===== src/rtl/calc_sequencer.sv =====
// Sequenced 4-bit calculator: add/sub in one cycle, shift-add multiply and restoring divide over four.
// Optional macro CALC_DIV_EN enables the divider; without it op=11 reports error code 8'hE2.
module calc_sequencer (
    input  logic       clk,
    input  logic       rst,
    input  logic       start,
    input  logic [3:0] a_in,
    input  logic [3:0] b_in,
    input  logic [1:0] op,
    output logic       busy,
    output logic       done,
    output logic [7:0] result,
    output logic       neg,
    output logic       err
);

    typedef enum logic [1:0] {S_IDLE, S_EXEC, S_DONE} state_t;
    typedef enum logic [1:0] {OP_ADD = 2'b00, OP_SUB = 2'b01, OP_MUL = 2'b10, OP_DIV = 2'b11} op_t;

    state_t      state_q, state_d;
    op_t         op_q, op_d;
    logic [3:0]  a_q, a_d;
    logic [3:0]  b_q, b_d;
    logic [1:0]  cnt_q, cnt_d;
    logic [7:0]  work_q, work_d;
    logic [7:0]  result_q, result_d;
    logic        neg_q, neg_d;
    logic        err_q, err_d;

    logic [7:0]  mul_step;
`ifdef CALC_DIV_EN
    logic [1:0]  div_idx;
    logic [4:0]  div_trial;
    logic        div_fits;
    logic [3:0]  div_rem;
    logic [3:0]  div_quo;
`endif

    always_ff @(posedge clk) begin
        if (rst) begin
            state_q  <= S_IDLE;
            op_q     <= OP_ADD;
            a_q      <= '0;
            b_q      <= '0;
            cnt_q    <= '0;
            work_q   <= '0;
            result_q <= '0;
            neg_q    <= 1'b0;
            err_q    <= 1'b0;
        end else begin
            state_q  <= state_d;
            op_q     <= op_d;
            a_q      <= a_d;
            b_q      <= b_d;
            cnt_q    <= cnt_d;
            work_q   <= work_d;
            result_q <= result_d;
            neg_q    <= neg_d;
            err_q    <= err_d;
        end
    end

    always_comb begin
        state_d  = state_q;
        op_d     = op_q;
        a_d      = a_q;
        b_d      = b_q;
        cnt_d    = cnt_q;
        work_d   = work_q;
        result_d = result_q;
        neg_d    = neg_q;
        err_d    = err_q;

        // work_q holds the partial product, or {quotient, remainder} while dividing
        mul_step = work_q + (b_q[cnt_q] ? ({4'h0, a_q} << cnt_q) : 8'h00);
`ifdef CALC_DIV_EN
        div_idx   = 2'd3 - cnt_q;
        div_trial = {work_q[3:0], a_q[div_idx]};
        div_fits  = (div_trial >= {1'b0, b_q});
        div_rem   = div_fits ? (div_trial[3:0] - b_q) : div_trial[3:0];
        div_quo   = {work_q[6:4], div_fits};
`endif

        unique case (state_q)
            S_IDLE: begin
                if (start) begin
                    state_d = S_EXEC;
                    a_d     = a_in;
                    b_d     = b_in;
                    op_d    = op_t'(op);
                    cnt_d   = '0;
                    work_d  = '0;
                end
            end
            S_EXEC: begin
                unique case (op_q)
                    OP_ADD: begin
                        result_d = {4'h0, a_q} + {4'h0, b_q};
                        neg_d    = 1'b0;
                        err_d    = 1'b0;
                        state_d  = S_DONE;
                    end
                    OP_SUB: begin
                        result_d = (a_q >= b_q) ? {4'h0, a_q - b_q} : {4'h0, b_q - a_q};
                        neg_d    = (a_q < b_q);
                        err_d    = 1'b0;
                        state_d  = S_DONE;
                    end
                    OP_MUL: begin
                        work_d = mul_step;
                        if (cnt_q == 2'd3) begin
                            result_d = mul_step;
                            neg_d    = 1'b0;
                            err_d    = 1'b0;
                            state_d  = S_DONE;
                        end else begin
                            cnt_d = cnt_q + 2'd1;
                        end
                    end
                    OP_DIV: begin
`ifdef CALC_DIV_EN
                        work_d = {div_quo, div_rem};
                        if (cnt_q == 2'd3) begin
                            result_d = (b_q == 4'h0) ? 8'hE1 : {div_quo, div_rem};
                            neg_d    = 1'b0;
                            err_d    = (b_q == 4'h0);
                            state_d  = S_DONE;
                        end else begin
                            cnt_d = cnt_q + 2'd1;
                        end
`else
                        result_d = 8'hE2;
                        neg_d    = 1'b0;
                        err_d    = 1'b1;
                        state_d  = S_DONE;
`endif
                    end
                    default: state_d = S_DONE;
                endcase
            end
            S_DONE:  state_d = S_IDLE;
            default: state_d = S_IDLE;
        endcase
    end

    assign busy   = (state_q != S_IDLE);
    assign done   = (state_q == S_DONE);
    assign result = result_q;
    assign neg    = neg_q;
    assign err    = err_q;

endmodule

===== config.mk =====
export PLATFORM = sky130hd
export DESIGN_NAME = calc_sequencer
export DESIGN_NICKNAME = d
export VERILOG_FILES = /design/src/rtl/calc_sequencer.sv
export SDC_FILE = /design/constraint.sdc
export NUM_CORES = 1
export LEC_CHECK = 0
export ABC_CLOCK_PERIOD_IN_PS = 2900
export BUFFER_PORTS_ARGS = -buffer_cell sky130_fd_sc_hd__clkbuf_2
export CORE_MARGIN = 2
export CORE_UTILIZATION = 55
export DETAILED_ROUTE_END_ITERATION = 12
export GPL_TIMING_DRIVEN = 0
export PLACE_DENSITY_LB_ADDON = 0.15
export SLEW_MARGIN = 25
export SYNTH_ARGS = -nofsm -noshare
export SYNTH_HDL_FRONTEND = slang
export SYNTH_SLANG_ARGS = --single-unit

===== constraint.sdc =====
create_clock -name clk -period 2.9 [get_ports clk]
set_clock_uncertainty 0.15 [all_clocks]
set_input_delay 0.145 -clock clk [delete_from_list [all_inputs] [get_ports clk]]
set_output_delay 0.145 -clock clk [all_outputs]
set_load 0.005 [all_outputs]

Yosys cells after proc, flatten, opt, wreduce, memory -nomap -nowiden
Index checks and enable logic that the tools add are counted.
W data, S select, Z words.
{"block": "classes", "n_reduce_logical": 12, "n_addsub": 5, "order_cmp": 3, "n_eq_ne": 11, "mux": 20, "n_shift": 1}
{"cell": "$mux W8", "n": 4}
{"cell": "$pmux W8 S4", "n": 1}
{"cell": "$pmux W8 S2", "n": 1}
{"cell": "$pmux W2 S2", "n": 3}
{"cell": "$mux W2", "n": 5}
{"cell": "$add A8 B8 Y8", "n": 1}
{"cell": "$eq A2 B2 Y1 const B", "n": 4}
{"cell": "$ne A2 B2 Y1 const B", "n": 4}
{"cell": "$shl A4 B2 Y8", "n": 1}
{"cell": "$sub A4 B4 Y4", "n": 2}
{"cell": "$pmux W1 S3", "n": 2}
{"cell": "$reduce_and A2 Y1", "n": 3}
{"cell": "$add A4 B4 Y5", "n": 1}
{"cell": "$eq A2 B1 Y1 const B", "n": 2}
{"cell": "$ge A4 B4 Y1", "n": 1}
{"cell": "$logic_not A2 Y1", "n": 2}
{"cell": "$lt A4 B4 Y1", "n": 1}
{"cell": "$mux W4", "n": 1}
{"cell": "$reduce_and A4 Y1", "n": 1}
{"cell": "$reduce_bool A2 Y1", "n": 2}
{"cell": "$reduce_or A2 Y1", "n": 2}
{"cell": "$lt A2 B3 Y1 const B", "n": 1}
{"cell": "$ne A3 B3 Y1 const B", "n": 1}
{"cell": "$reduce_and A3 Y1", "n": 1}
{"cell": "4 further kinds", "n": 5}
{"block": "word_totals", "out_inout_bits": 12, "ff_bits": 32}

Longest topological paths before layout
{"block": "logic_depth", "ltp_word": 6, "mapped_depth": 11, "mapped_depth_nobuf": 10}

Worst setup path after synthesis
Ideal clock, no wire load.
{"block": "synth_timing", "path_kind": "flip-flop to flip-flop", "from": "register a_q[1]", "to": "register result_q[7] (netlist: result[7])", "required_ns": 2.621, "path_stages_with_launch": 10, "arrival_time_ns": 2.206, "setup_time_ns": 0.129, "path_slack_ns": 0.416, "cell_sequence": "dfxtp_1 inv_1 or3_1 a21oi_1 ha_1 nand3_1 a21oi_1 o41ai_2 xor2_1 o211ai_1"}
{"block": "synth_via", "elab_chain_len": 5}
{"item": "from (decl)", "line_no": "22", "rtl": "logic [3:0] a_q, a_d;"}
{"item": "from (signal assigned)", "line_no": "43", "rtl": "a_q <= '0;"}
{"item": "from (signal assigned)", "line_no": "53", "rtl": "a_q <= a_d;"}
{"item": "$shl A4 B2 Y8", "line_no": "75", "rtl": "mul_step = work_q + (b_q[cnt_q] ? ({4'h0, a_q} << cnt_q) : 8'h00);"}
{"item": "$mux W8", "line_no": "75"}
{"item": "$add A8 B8 Y8", "line_no": "75"}
{"item": "$mux W8", "line_no": "111", "rtl": "if (cnt_q == 2'd3) begin"}
{"item": "$pmux W8 S4", "line_no": "96", "rtl": "unique case (op_q)"}
{"item": "to (signal assigned)", "line_no": "57", "rtl": "result_q <= result_d;"}
{"item": "to (decl)", "line_no": "26", "rtl": "logic [7:0] result_q, result_d;"}
No other way between the ends. The select of a mux whose other input is x is not followed.
A chain may end at the register's enable or synchronous reset.

Worst setup path in the final report
{"block": "layout_timing", "from": "register cnt_q[0]", "to": "register result_q[7] (netlist: result[7])"}
{"block": "layout_via", "elab_chain_len": 6}
{"item": "from (decl)", "line_no": "24", "rtl": "logic [1:0] cnt_q, cnt_d;"}
{"item": "from (signal assigned)", "line_no": "55", "rtl": "cnt_q <= cnt_d;"}
{"item": "$bmux W1 S2", "line_no": "75"}
{"item": "$mux W1 (not written as such)", "line_no": "75"}
{"item": "$mux W8", "line_no": "75"}
{"item": "$add A8 B8 Y8", "line_no": "75"}
{"item": "$mux W8", "line_no": "111"}
{"item": "$pmux W8 S4", "line_no": "96"}
Several ways; a longest one is shown, not always the timed one. The select of a mux whose other input is x is not followed.

==> summary.txt <==
Detailed routing
  – Initial DRC count: 120
  – Via Count: approximately 2000
  – WL final: 5.22 mm
  – First-pass DRT Iterations: 4
  – DRC: 0
  – Final antenna-violating net count: 0
  – Wire length per cell: approximately 15 um
  – Routed vias/inst: ~5.7

Placed design
  – Post-DP HPWL: approximately 3.8 mm
  – GPL Wtd Cong: ~0.92
  – Port bufs: 23
  – Worst slack, placed: between 0.04 and 0.05 ns

Timing
  – Minimum clock period: roughly 2.8 ns
  – Final setup violation count: 0
  – Tcrit/Tclk final: 0.950
  – Worst Max-Slew Pin Slew: roughly 0.56 ns
  – RSZ-0062 raised after global routing: no
  – Final hold viol count: 0
  – Rel. slew slack: 0.628
  – Setup ws final: roughly 0.15 ns
  – Max-slew violation count: 0
  – F_max: between 300 and 400 MHz
  – Setup TNS: 0 ns

Yosys
  – Unique masters post-synth: 49
  – Synthesized cell area: about 2100 um^2
  – Synth top area cells: dfxtp_1 30%, ha_1 11%, a21oi_1 7.5%, nand2_1 7.1%, fa_1 3.8%
  – Synth Flop Type: dfxtp_1
  – Post-synthesis register bit count: 32
  – Ys async rst share: 0
  – Count leader, synth: nand2_1
  – Yosys top cell by area: dfxtp_1
  – Area fraction of the dominant cell type after synthesis: 0.301
  – Post-Syn Nets: roughly 300
  – Avg Cell Area, Syn: 8.19 um^2
  – Synth Warn #: 0
  – Synthesized instance count: 260
  – Post-synth EDFFs: 0
  – Seq/Total Area, Yosys: 0.301
  – Most common library cells after synthesis: 40 x nand2_1, 32 x a21oi_1, 32 x dfxtp_1, 19 x ha_1, 18 x nor2_1

Pwr
  – Flop pwr share: 0.444
  – Combinational Power Share: 0.203
  – Clock Power Share: 0.353
  – Max rail drop VDD: around 0.46 mV
  – Switching portion of total power: 0.291
  – Internal power: roughly 760 uW
  – PD cells: approximately 430 nW/um^2
  – P_leak: roughly 0.0011 uW
  – NetSw: between 300 and 400 uW

CTS
  – Reg clk slew, reported paths: around 0.07 ns
  – Setup Buffers After CTS: 0
  – TritonCTS Buffers: 5
  – Max Root-Sink Buffers: 2
  – Clock Sinks: 32
  – # H-tree levels: 2
  – CTS tree: built
  – Clock Root Buffer: clkbuf_8
  – Clock Latency Late Sink: around 0.29 ns

Worst setup path
  – Crit path max fanout: 10
  – Worst Path Arrival: ~2.8 ns
  – Startpoint Class: flop
  – Worst EP required: a little under 3 ns
  – Kind of critical path: reg -> reg
  – Crit path capture type: flop

Floorplanning
  – Starting Density: 0.577
  – DIE AREA: between 4000 and 5000 um^2
  – Core ar.: 3690 um^2
  – Die height: about 66 um
  – Top Ports: 25
  – Row count: 22
  – Die W: ~66 um

Global routing
  – Met3 usage: 0.0511
  – Total grt overflow: 0
  – Antenna violations before repair: 0
  – Met1 Use GR: 0.340
  – GRT Max-Usage Layer: met2
  – Met2 usage: 0.434
  – Pin count of the biggest net entering global routing: 11
  – Number of global-route vias before repair: 1888
  – Gr usage total: 0.259
  – Global-route wire length before repair: ~8.6 mm

Finish
  – Layout Nets: 336
  – Fillcell total: approximately 310
  – Area Growth Syn to Fin: 17.7%
  – Share of layout cells above drive strength 1: 0.153
  – Antenna cells: 0

Job
  – Max cap viols: 0

Status
  – Status: finished clean

Hold path
  – Class of the worst hold path: in -> reg
[per-layer routing]
metal  share of wire  wire length [um]  up-vias
met5               0                 0        -
met4           0.011                59        0
met3           0.054               284        6
met2            0.48              2480       59
met1            0.46              2390      932
li1                -                 -      989
[timing repair]
action	4_1_cts	5_1_grt
endpoints found under the setup margin	0	4
gates resized for setup	0	3
hold endpoints to repair	10	0
hold buffers	10	0
[critical path: stages (launching register included)]
cell and delay, ns:
dfxtp_1 0.40, buf_1 0.36, mux4_2 0.36, and2_1 0.19, ha_1 0.29, nand2_1 0.09
a21oi_1 0.07, o41ai_2 0.31, xor2_1 0.27, o211ai_1 0.13
[path summary, 6_finish.rpt]
check | startpoint | to | slack [ns] | cells after the start
max | cnt_q[0]$_SDFFE_PP0P_ | result[7]$_SDFFE_PP0P_ | 0.15 | 9
min | rst | result[4]$_SDFFE_PP0P_ | 0.11 | 2
max reg2reg | cnt_q[0]$_SDFFE_PP0P_ | result[7]$_SDFFE_PP0P_ | 0.15 | 9
min reg2reg | work_q[0]$_SDFFE_PP0P_ | work_q[0]$_SDFFE_PP0P_ | 0.31 | 2
[state kept, by name (all words and copies together) (netlist names)]
signal	cells
a_q	4
b_q	4
result	8
state_q	2
work_q	8
op_q	2
err	1
cnt_q	2
neg	1
[through the flow]
stage,power [uW],hold WS (ns),utilization,area (um^2),cells
6_report,1070,0.115,0.679,2500,348
5_1_grt,1120,0.143,0.679,2500,348
4_1_cts,1070,0.109,0.678,2500,348
3_5_place_dp,691,0.221,0.624,2300,331
3_3_place_gp,686,0.219,0.624,2300,331
2_1_floorplan,631,0.131,-,2130,260
[cell families after synthesis]
kind of cell	share of synthesized area
and+or+nand+nor	0.198
AOI/OAI and AO/OA	0.221
DFF	0.301
buffers and inverters	0.0570
adders and majority gates	0.149
xor gates and xnor gates	0.0370
muxes	0.0364
[placed cells by master, fill, tap and decap left out, drive strengths merged, types with 5 or more instances in the layout]
master,synthesis,final
nand2,40,40
inv,17,17
dlygate4sd3,0,10
a21oi,32,32
nand3,10,10
dfxtp,32,32
clkbuf,8,37
ha,19,19
xor2,5,5
o21ai,13,13
buf,4,5
nor2,18,18
[cell type report]
type | instances | area [um^2] | share of cell area
Multi-Input combinational cell | 199 | 1370 | 0.547
Buffer | 12 | 57.6 | 0.0230
Clock buffer | 7 | 96.3 | 0.0385
Tap cell | 48 | 60.1 | 0.0240
Sequential cell | 32 | 642 | 0.256
Timing Repair Buffer | 33 | 215 | 0.0859
Inverter | 17 | 63.8 | 0.0255
[power groups by stage]
| stage | Clock [uW] | Combinational [uW] | Sequential (uW) |
|---|---|---|---|
| after floorplan | 0 | 151 | 480 |
| after global placement | 0 | 200 | 485 |
| after detailed placement | 0 | 205 | 486 |
| after CTS | 381 | 215 | 476 |
| after global routing | 397 | 242 | 479 |
| final | 380 | 218 | 477 |
No activity file was read; power rests on OpenSTA's default activity.
